$ cat config.mk
export PLATFORM = sky130hd
export DESIGN_NAME = buffer_writeback
export DESIGN_NICKNAME = d
export VERILOG_FILES = /design/src/rtl/buffer_writeback.sv
export SDC_FILE = /design/constraint.sdc
export NUM_CORES = 1
export LEC_CHECK = 0
export BUFFER_PORTS_ARGS = -buffer_cell sky130_fd_sc_hd__buf_2
export CORE_MARGIN = 8
export CORE_UTILIZATION = 56
export CTS_CLUSTER_DIAMETER = 100
export CTS_CLUSTER_SIZE = 24
export DETAILED_ROUTE_END_ITERATION = 10
export PLACE_DENSITY = 0.84
export SKIP_CTS_REPAIR_TIMING = 1
export SKIP_LAST_GASP = 1
export SYNTH_ARGS = -nofsm -noshare
export SYNTH_HDL_FRONTEND = slang
export SYNTH_SLANG_ARGS = --single-unit
$ cat constraint.sdc
create_clock -name clk -period 15.85 [get_ports clk]
set_clock_uncertainty 0.2 [all_clocks]
set_input_delay 3.17 -clock clk [delete_from_list [all_inputs] [get_ports clk]]
set_output_delay 3.17 -clock clk [all_outputs]
set_load 0.01 [all_outputs]
$ cat src/rtl/buffer_writeback.sv
`default_nettype none
// ============================================================================
// buffer_writeback : write-back FIFO from L2 dirty evictions to main memory,
// with same-address coalescing and forwarding to L2 miss lookups.  Rev 1.0
// ============================================================================
module buffer_writeback #(
    parameter int ADDR_W  = 6,
    parameter int DATA_W  = 16,
    parameter int DEPTH   = 4,
    parameter int MEM_LAT = 3
) (
    input  logic                   clk,
    input  logic                   rst_n,
    input  logic                   evict_valid,
    input  logic [ADDR_W-1:0]      evict_addr,
    input  logic [DATA_W-1:0]      evict_data,
    output logic                   evict_ready,
    input  logic [ADDR_W-1:0]      lookup_addr,
    output logic                   lookup_hit,
    output logic [DATA_W-1:0]      lookup_data,
    output logic                   mem_wren,
    output logic [ADDR_W-1:0]      mem_addr,
    output logic [DATA_W-1:0]      mem_wdata,
    output logic                   empty,
    output logic [$clog2(DEPTH):0] count
);

    localparam int c_ptr_w = $clog2(DEPTH);
    localparam int c_cnt_w = c_ptr_w + 1;
    localparam int c_lat_w = (MEM_LAT > 1) ? $clog2(MEM_LAT) : 1;
    localparam logic [c_lat_w-1:0] c_lat_load = c_lat_w'(MEM_LAT - 1);
    localparam logic [c_cnt_w-1:0] c_full     = c_cnt_w'(DEPTH);
    localparam logic [c_ptr_w-1:0] c_ptr_one  = c_ptr_w'(1);

    typedef enum logic [0:0] {
        S_IDLE  = 1'b0,
        S_WRITE = 1'b1
    } state_t;

    state_t               state_q, state_d;
    logic [c_ptr_w-1:0]   head_q, head_d;
    logic [c_ptr_w-1:0]   tail_q, tail_d;
    logic [c_cnt_w-1:0]   count_q, count_d;
    logic [c_lat_w-1:0]   lat_q, lat_d;
    logic [DEPTH-1:0]     valid_q, valid_d;
    logic [ADDR_W-1:0]    addr_q [DEPTH];
    logic [ADDR_W-1:0]    addr_d [DEPTH];
    logic [DATA_W-1:0]    data_q [DEPTH];
    logic [DATA_W-1:0]    data_d [DEPTH];

    logic                 w_push;
    logic                 w_alloc;
    logic                 w_pop;
    logic                 w_co_hit;
    logic [c_ptr_w-1:0]   w_co_idx;

    assign evict_ready = (count_q != c_full);
    assign count       = count_q;
    assign empty       = (count_q == '0) && (state_q == S_IDLE);
    assign mem_wren    = (state_q == S_WRITE);
    assign mem_addr    = mem_wren ? addr_q[head_q] : '0;
    assign mem_wdata   = mem_wren ? data_q[head_q] : '0;

    // Scan oldest to youngest so the last match (youngest) wins.
    always_comb begin
        lookup_hit  = 1'b0;
        lookup_data = '0;
        w_co_hit    = 1'b0;
        w_co_idx    = '0;
        for (int i = 0; i < DEPTH; i++) begin
            if (valid_q[head_q + c_ptr_w'(i)] &&
                (addr_q[head_q + c_ptr_w'(i)] == lookup_addr)) begin
                lookup_hit  = 1'b1;
                lookup_data = data_q[head_q + c_ptr_w'(i)];
            end
            // The entry being written to memory must not change under the write.
            if (valid_q[head_q + c_ptr_w'(i)] &&
                (addr_q[head_q + c_ptr_w'(i)] == evict_addr) &&
                !((state_q == S_WRITE) && (i == 0))) begin
                w_co_hit = 1'b1;
                w_co_idx = head_q + c_ptr_w'(i);
            end
        end
    end

    assign w_push  = evict_valid && evict_ready;
    assign w_alloc = w_push && !w_co_hit;
    assign w_pop   = (state_q == S_WRITE) && (lat_q == '0);

    always_comb begin
        state_d = state_q;
        head_d  = head_q;
        tail_d  = tail_q;
        lat_d   = lat_q;
        valid_d = valid_q;
        addr_d  = addr_q;
        data_d  = data_q;

        if (w_push && w_co_hit) begin
            data_d[w_co_idx] = evict_data;
        end
        if (w_alloc) begin
            valid_d[tail_q] = 1'b1;
            addr_d[tail_q]  = evict_addr;
            data_d[tail_q]  = evict_data;
            tail_d          = tail_q + c_ptr_one;
        end
        if (w_pop) begin
            valid_d[head_q] = 1'b0;
            head_d          = head_q + c_ptr_one;
        end

        count_d = count_q + c_cnt_w'(w_alloc) - c_cnt_w'(w_pop);

        case (state_q)
            S_IDLE: begin
                if (count_q != '0) begin
                    state_d = S_WRITE;
                    lat_d   = c_lat_load;
                end
            end
            S_WRITE: begin
                if (lat_q == '0) begin
                    state_d = S_IDLE;
                end else begin
                    lat_d = lat_q - c_lat_w'(1);
                end
            end
            default: state_d = S_IDLE;
        endcase
    end

    always_ff @(posedge clk or negedge rst_n) begin
        if (!rst_n) begin
            state_q <= S_IDLE;
            head_q  <= '0;
            tail_q  <= '0;
            count_q <= '0;
            lat_q   <= '0;
            valid_q <= '0;
            for (int i = 0; i < DEPTH; i++) begin
                addr_q[i] <= '0;
                data_q[i] <= '0;
            end
        end else begin
            state_q <= state_d;
            head_q  <= head_d;
            tail_q  <= tail_d;
            count_q <= count_d;
            lat_q   <= lat_d;
            valid_q <= valid_d;
            addr_q  <= addr_d;
            data_q  <= data_d;
        end
    end

endmodule
`default_nettype wire

==> impl_metrics.py, run 1 <==
metrics = {
    "clock_network": {
        "clkTransAtPathRegs_ns": 0.08,
        "clkLatencyLatePin_ns": 0.36,
        "cts_tree": "done",
        "htreeDepth": 3,
        "clock_sinks": 102,
        "root_buffer": "clkbuf_16",
        "numCtsBuffers": 9,
        "clock_path_buffers": 2,
    },
    "sta": {
        "post-route-period-util_pct": 60.9,
        "grt_setup_unrepaired": "false",
        "tightest_slew_ns": 1.39,
        "setup_violations": 0,
        "fmax_ghz": 0.104,
        "finalHoldViolCount": 0,
        "fin_crit_ns": 9.65,
        "final.setup.tns_ns": 0,
        "slew_headroom_pct": 7.14,
        "finalMaxSlewViolations": 0,
    },
    "logic_synthesis": {
        "synth_nets": 609,
        "synthDistinctLibCells": 52,
        "synth_area_um2": 7720,
        "synth_edf_count": 0,
        "syn_inst": 566,
        "yosysTopAreaCellShare_pct": 33.1,
        "yosysWarnings": 0,
        "synthTopCellsByArea": "dfrtp_1 33%, mux4_2 23%, mux2_2 9.2%",
        "synthArstFlopShare_pct": 100,
        "ys_top_cells_by_count": "102 x dfrtp_1, 80 x mux4_2, 63 x mux2_2",
        "synth_area_per_cell_um2": 13.6,
        "synth_top_cell_by_area": "dfrtp_1",
        "ys.flop_type": "dfrtp_1",
        "ys_ff_latch": 102,
        "synth.most_common_cell": "dfrtp_1",
        "ys_seq_area_share_pct": 33.1,
    },
    "power_and_ir_drop": {
        "p_leak_nw": 3.33,
        "peakVddDrop_v": 0.000127,
        "power_density_nw_per_um2": 265,
    },
    "finish": {
        "final_area_um2": 8400,
        "fillCellCount": 1079,
        "drive_gt1_share_pct": 42.9,
        "fin_nets": 656,
        "diodes": 0,
        "area_growth_pct": 8.85,
    },
    "global_routing": {
        "antenna_found_initial": 0,
        "grt_usage_pct": 21.9,
        "grt_pass1_wl_mm": 30.8,
        "grt_overflow_total": 0,
        "grt_max_degree": 73,
        "grt_pass1_vias": 5747,
    },
    "detailed_routing": {
        "wl_per_cell_um": 23.9,
        "vias": 5574,
        "firstDrtPassIters": 5,
        "drc": 0,
        "via_per_inst": 6.99,
        "drt_iter0_markers": 531,
        "wl_mm": 19.0,
        "antenna_left": 0,
    },
    "floorplanning": {
        "fp.dieW_um": 133,
        "rows": 43,
        "pin_count": 76,
        "dieArea_um2": 17800,
        "initial_core_util_pct": 56.5,
        "core_um2": 13700,
        "die_h_um": 133,
    },
    "worst_setup_path": {
        "endpoint_kind": "output port",
        "worstPathMaxFanout": 40,
        "crit_type": "reg -> out",
        "worst_setup_path_start_kind": "flip-flop",
        "crit_required_ns": 12.48,
        "cp.arrival_ns": 6.28,
    },
    "placed_design": {
        "dp_hpwl_mm": 12.5,
        "routabilityCongestion": 0.910,
        "numPortBuffers": 75,
        "dpl_cell_area_um2": 8140,
    },
    "outcome": {
        "status": "completed",
    },
    "job": {
        "maxCapViolations": 0,
    },
    "hold_path": {
        "min_path_type": "reg -> reg",
    },
}
## critical path, stage by stage (launching register included)
cell      delay (ns)
dfrtp_4         0.80
clkinv_1        0.44
ha_2            0.69
buf_4           0.63
mux4_2          0.64
xnor2_1         0.16
nand4_1         0.21
nor4_4          1.07
nor3_2          0.47
a221oi_1        0.46
o31ai_1         0.13
buf_2           0.16
## registers in the layout, indices dropped and copies added, names as in the netlist
register / flops
valid_q: 4
head_q: 2
lat_q: 2
mem_wren: 1
count: 3
addr_q: 24
data_q: 64
tail_q: 2
## layer usage
metal | share of wire, % | vias to the layer above | track usage [%]
met2 | 50 | 322 | 35.0
met4 | 3.3 | 0 | 11.2
li1 | - | 2332 | -
met5 | 0 | - | 0
met3 | 8.3 | 60 | 5.12
met1 | 38 | 2860 | 27.2
## cell families after synthesis
| logic type | count (synthesis) | share of synthesized area [%] |
|---|---|---|
| XOR/XNOR | 52 | 5.90 |
| flip-flops | 102 | 33.1 |
| adder cells (fa/ha/maj) | 12 | 2.04 |
| AND/OR/NAND/NOR | 98 | 7.33 |
| multiplexers | 187 | 41.3 |
| AO/OA/AOI/OAI | 58 | 6.44 |
| buffers and inverters | 57 | 3.92 |
## layout by cell type (no fill, tap or decap), types with 3 or more instances in the layout
cell type / count
a21oi_1: 5
a221oi_1: 16
and2_1: 24
buf_2: 74
buf_4: 7
clkbuf_16: 9
dfrtp_1: 100
ha_1: 10
inv_1: 11
mux2_1: 18
mux2_2: 63
mux2_4: 10
mux2i_1: 6
mux4_1: 10
mux4_2: 80
nand2_1: 28
nand3_1: 5
nand4_1: 6
nor2_1: 4
nor3_1: 17
nor4_4: 3
o31ai_1: 19
xnor2_1: 38
xor2_1: 14
## path summary, 6_finish.rpt
| check | endpoint | startpoint | slack (ns) | depth (start not counted) |
|---|---|---|---|---|
| min reg2reg | lat_q[1] | lat_q[1] | 0.32 | 1 |
| max in group asynchronous | head_q[0] | rst_n | 11.59 | 2 |
| max reg2reg | data_q[36] | head_q[0] | 9.43 | 11 |
| min | lat_q[1] | lat_q[1] | 0.32 | 1 |
| max | lookup_data[1] | head_q[0] | 6.20 | 11 |
| min in group asynchronous | data_q[14] | rst_n | 2.54 | 1 |
## metrics by stage
stage	setup slack (ns)	total power [mW]	utilization [%]	cells	hold WS, ns
final	6.20	2.22	61.5	797	0.318
after global routing	5.93	2.37	61.5	797	0.377
after CTS	6.23	2.22	61.5	797	0.322
after detailed placement	6.54	2.00	59.5	782	0.306
after global placement	6.80	1.93	59.5	782	0.289
after floorplan	7.43	1.68	-	566	0.282
## layout make-up
type                            instances  area, um^2  area share, %
Tap cell                              180         225           2.68
Multi-Input combinational cell        407        4880           58.1
Sequential cell                       102        2560           30.4
Clock buffer                           10         229           2.73
Clock inverter                          5        36.3          0.432
Inverter                               12        45.0          0.536
Timing Repair Buffer                   81         423           5.03
## power by group
part	internal [mW]	total, mW	switching, mW	leakage [nW]
clock	0.107	0.204	0.0976	0.133
sequential	0.397	0.581	0.184	1.20
combinational	0.779	1.44	0.661	1.99
No activity file was read; power rests on OpenSTA's default activity.
==> inputs of run 2 (changes only) <==
--- a/config.mk
+++ b/config.mk
@@ -7,11 +7,11 @@
 export LEC_CHECK = 0
 export BUFFER_PORTS_ARGS = -buffer_cell sky130_fd_sc_hd__buf_2
 export CORE_MARGIN = 8
-export CORE_UTILIZATION = 56
+export CORE_UTILIZATION = 55
 export CTS_CLUSTER_DIAMETER = 100
 export CTS_CLUSTER_SIZE = 24
 export DETAILED_ROUTE_END_ITERATION = 10
-export PLACE_DENSITY = 0.84
+export PLACE_DENSITY = 0.86
 export SKIP_CTS_REPAIR_TIMING = 1
 export SKIP_LAST_GASP = 1
 export SYNTH_ARGS = -nofsm -noshare
==> constraint.sdc (replaced) <==
create_clock -name clk -period 8.7 [get_ports clk]
set_clock_uncertainty 0.2 [all_clocks]
set_input_delay 1.74 -clock clk [delete_from_list [all_inputs] [get_ports clk]]
set_output_delay 1.74 -clock clk [all_outputs]
set_load 0.01 [all_outputs]
==> run 2 against run 1 <==
Cell area grew 0.97%. Cell count grew 0.38%. Sequential power grew 77%. Setup slack lost 4.6 ns. Register-to-register slack lost 6.5 ns. Combinational power grew 85%. Hold slack gained 0.0010 ns. Critical path depth is the same. First-iteration DRC count grew 9.4%.
==> impl_metrics.py, run 2 (synthesis gave the netlist of run 1 again) <==
metrics = {
    "sta": {
        "fin_crit_ns": 7.10,
        "setup_violations": 0,
        "grt_setup_unrepaired": "false",
        "fmax_ghz": 0.141,
        "finalHoldViolCount": 0,
        "finalMaxSlewViolations": 0,
        "whs_ns": 0.319,
        "post-route-period-util_pct": 81.6,
        "final.setup.tns_ns": 0,
        "slew_headroom_pct": 11.9,
        "tightest_slew_ns": 1.31,
    },
    "clock_network": {
        "numCtsBuffers": 9,
        "clock_sinks": 102,
        "clkLatencyLatePin_ns": 0.36,
        "clkTransAtPathRegs_ns": 0.07,
        "clock_path_buffers": 2,
        "htreeDepth": 3,
        "cts_tree": "done",
        "root_buffer": "clkbuf_16",
    },
    "worst_setup_path": {
        "crit_required_ns": 6.76,
        "cpMostUsedCell": "buf_4",
        "cp.arrival_ns": 5.16,
        "worst_setup_path_start_kind": "flip-flop",
        "cp_cell_sequence": "clkinv_1 -> ha_2 -> buf_4 -> mux4_2 -> nand4_1 -> nor4_4 -> buf_4 -> nor3_2 -> a221oi_1 -> o31ai_1 -> buf_2",
        "critical-path-max-stage-delay_ns": 1.07,
        "crit_type": "reg -> out",
        "endpoint_kind": "output port",
        "slowest_stage": "nor3_2",
        "worstPathMaxFanout": 37,
    },
    "floorplanning": {
        "pin_count": 76,
        "fp.dieW_um": 134,
        "core_um2": 13800,
        "rows": 43,
        "initial_core_util_pct": 56.0,
        "dieArea_um2": 18100,
        "die_h_um": 134,
    },
    "hold_path": {
        "min_path_type": "reg -> reg",
    },
    "finish": {
        "area_growth_pct": 9.91,
        "seq_area_um2": 2560,
        "regMostFlops": "data_q",
        "layout_commonest_cell": "dfrtp_1",
        "fillCellCount": 1053,
        "diodes": 0,
        "multi_input_area_um2": 4880,
        "layout_common_cells": "100 x dfrtp_1, 80 x mux4_2, 74 x buf_2",
        "largestRegisters": "data_q: 64 flops, addr_q: 24 flops, valid_q: 4 flops",
        "fin_nets": 658,
        "drive_gt1_share_pct": 43.4,
        "largest_reg_flops": 64,
    },
    "power_and_ir_drop": {
        "power_density_nw_per_um2": 488,
        "peakVddDrop_v": 0.000245,
        "p_leak_nw": 3.37,
    },
    "detailed_routing": {
        "wl_mm": 19.3,
        "via_per_inst": 6.96,
        "drc": 0,
        "antenna_left": 0,
        "wl_per_cell_um": 24.1,
        "firstDrtPassIters": 6,
        "drt_iter0_markers": 581,
        "vias": 5566,
    },
    "global_routing": {
        "grt_usage_pct": 21.9,
        "grt_max_degree": 70,
        "grt_overflow_total": 0,
        "grt_pass1_wl_mm": 31.2,
        "grt_pass1_vias": 5734,
        "antenna_found_initial": 0,
    },
    "placed_design": {
        "numPortBuffers": 75,
        "dp_hpwl_mm": 13.2,
        "routabilityCongestion": 0.959,
    },
    "outcome": {
        "status": "completed",
    },
    "job": {
        "maxCapViolations": 0,
    },
}
-- run 2: changes by cell type in the layout (fill, tap and decap cells not counted) --
cell        before  now
clkbuf_8         0    1
bufinv_16        0    2
clkinv_4         1    0
clkbuf_1         1    0
inv_8            0    1
inv_6            2    1
clkinvlp_4       0    1
buf_4            7    9
clkinv_2         2    1
-- run 2: final cells by class --
cell class              instances  share of cell area, %
clock inverters                 6                   1.09
well taps                     180                   2.66
inverters                      12                  0.531
flip-flops and latches        102                   30.2
clock buffers                  10                   2.82
multi-input cells             407                   57.6
repair buffers                 83                   5.16
-- run 2: final timing paths --
kind,startpoint,endpoint,cells past startpoint,slack [ns]
max in group asynchronous,rst_n,data_q[19],2,5.96
worst max-delay path,head_q[0],lookup_data[0],11,1.60
worst min register to register,lat_q[1],lat_q[1],1,0.32
worst max register to register,head_q[0],data_q[36],11,2.94
min in group asynchronous,rst_n,lat_q[0],1,1.12
worst min-delay path,lat_q[1],lat_q[1],1,0.32
-- run 2: stage by stage --
step	utilization (%)	total power, mW	setup WS, ns	cell area [um^2]	std cells
5_1_grt	61.6	4.39	1.38	8480	800
4_1_cts	61.6	4.14	1.66	8480	800
6_report	61.6	4.14	1.60	8480	800
3_5_place_dp	59.2	3.66	2.06	8150	784
3_3_place_gp	59.2	3.53	2.33	8150	784
2_1_floorplan	-	3.06	2.60	7720	566
-- run 2: critical path, delay by kind of cell (launching register included) --
family | cells | cell delay, ns
buf+inv | 4 | 1.30
fa+ha+maj | 1 | 0.75
flops | 1 | 0.40
mux | 1 | 0.42
simple gates | 3 | 1.27
compound gates | 2 | 0.65
-- run 2: power breakdown --
group	switching [mW]	total, mW	internal, mW
logic	1.24	2.66	1.42
clock network	0.190	0.452	0.263
registers	0.301	1.03	0.724
total	1.73	4.14	2.41
-- run 2: routing by layer --
| layer | track usage [%] | routed length, um | vias to the layer above |
|---|---|---|---|
| li1 | - | - | 2318 |
| met1 | 28.1 | 7610 | 2871 |
| met2 | 35.8 | 9600 | 326 |
| met3 | 5.05 | 1660 | 51 |
| met4 | 7.92 | 445 | 0 |
| met5 | 0 | 0 | - |
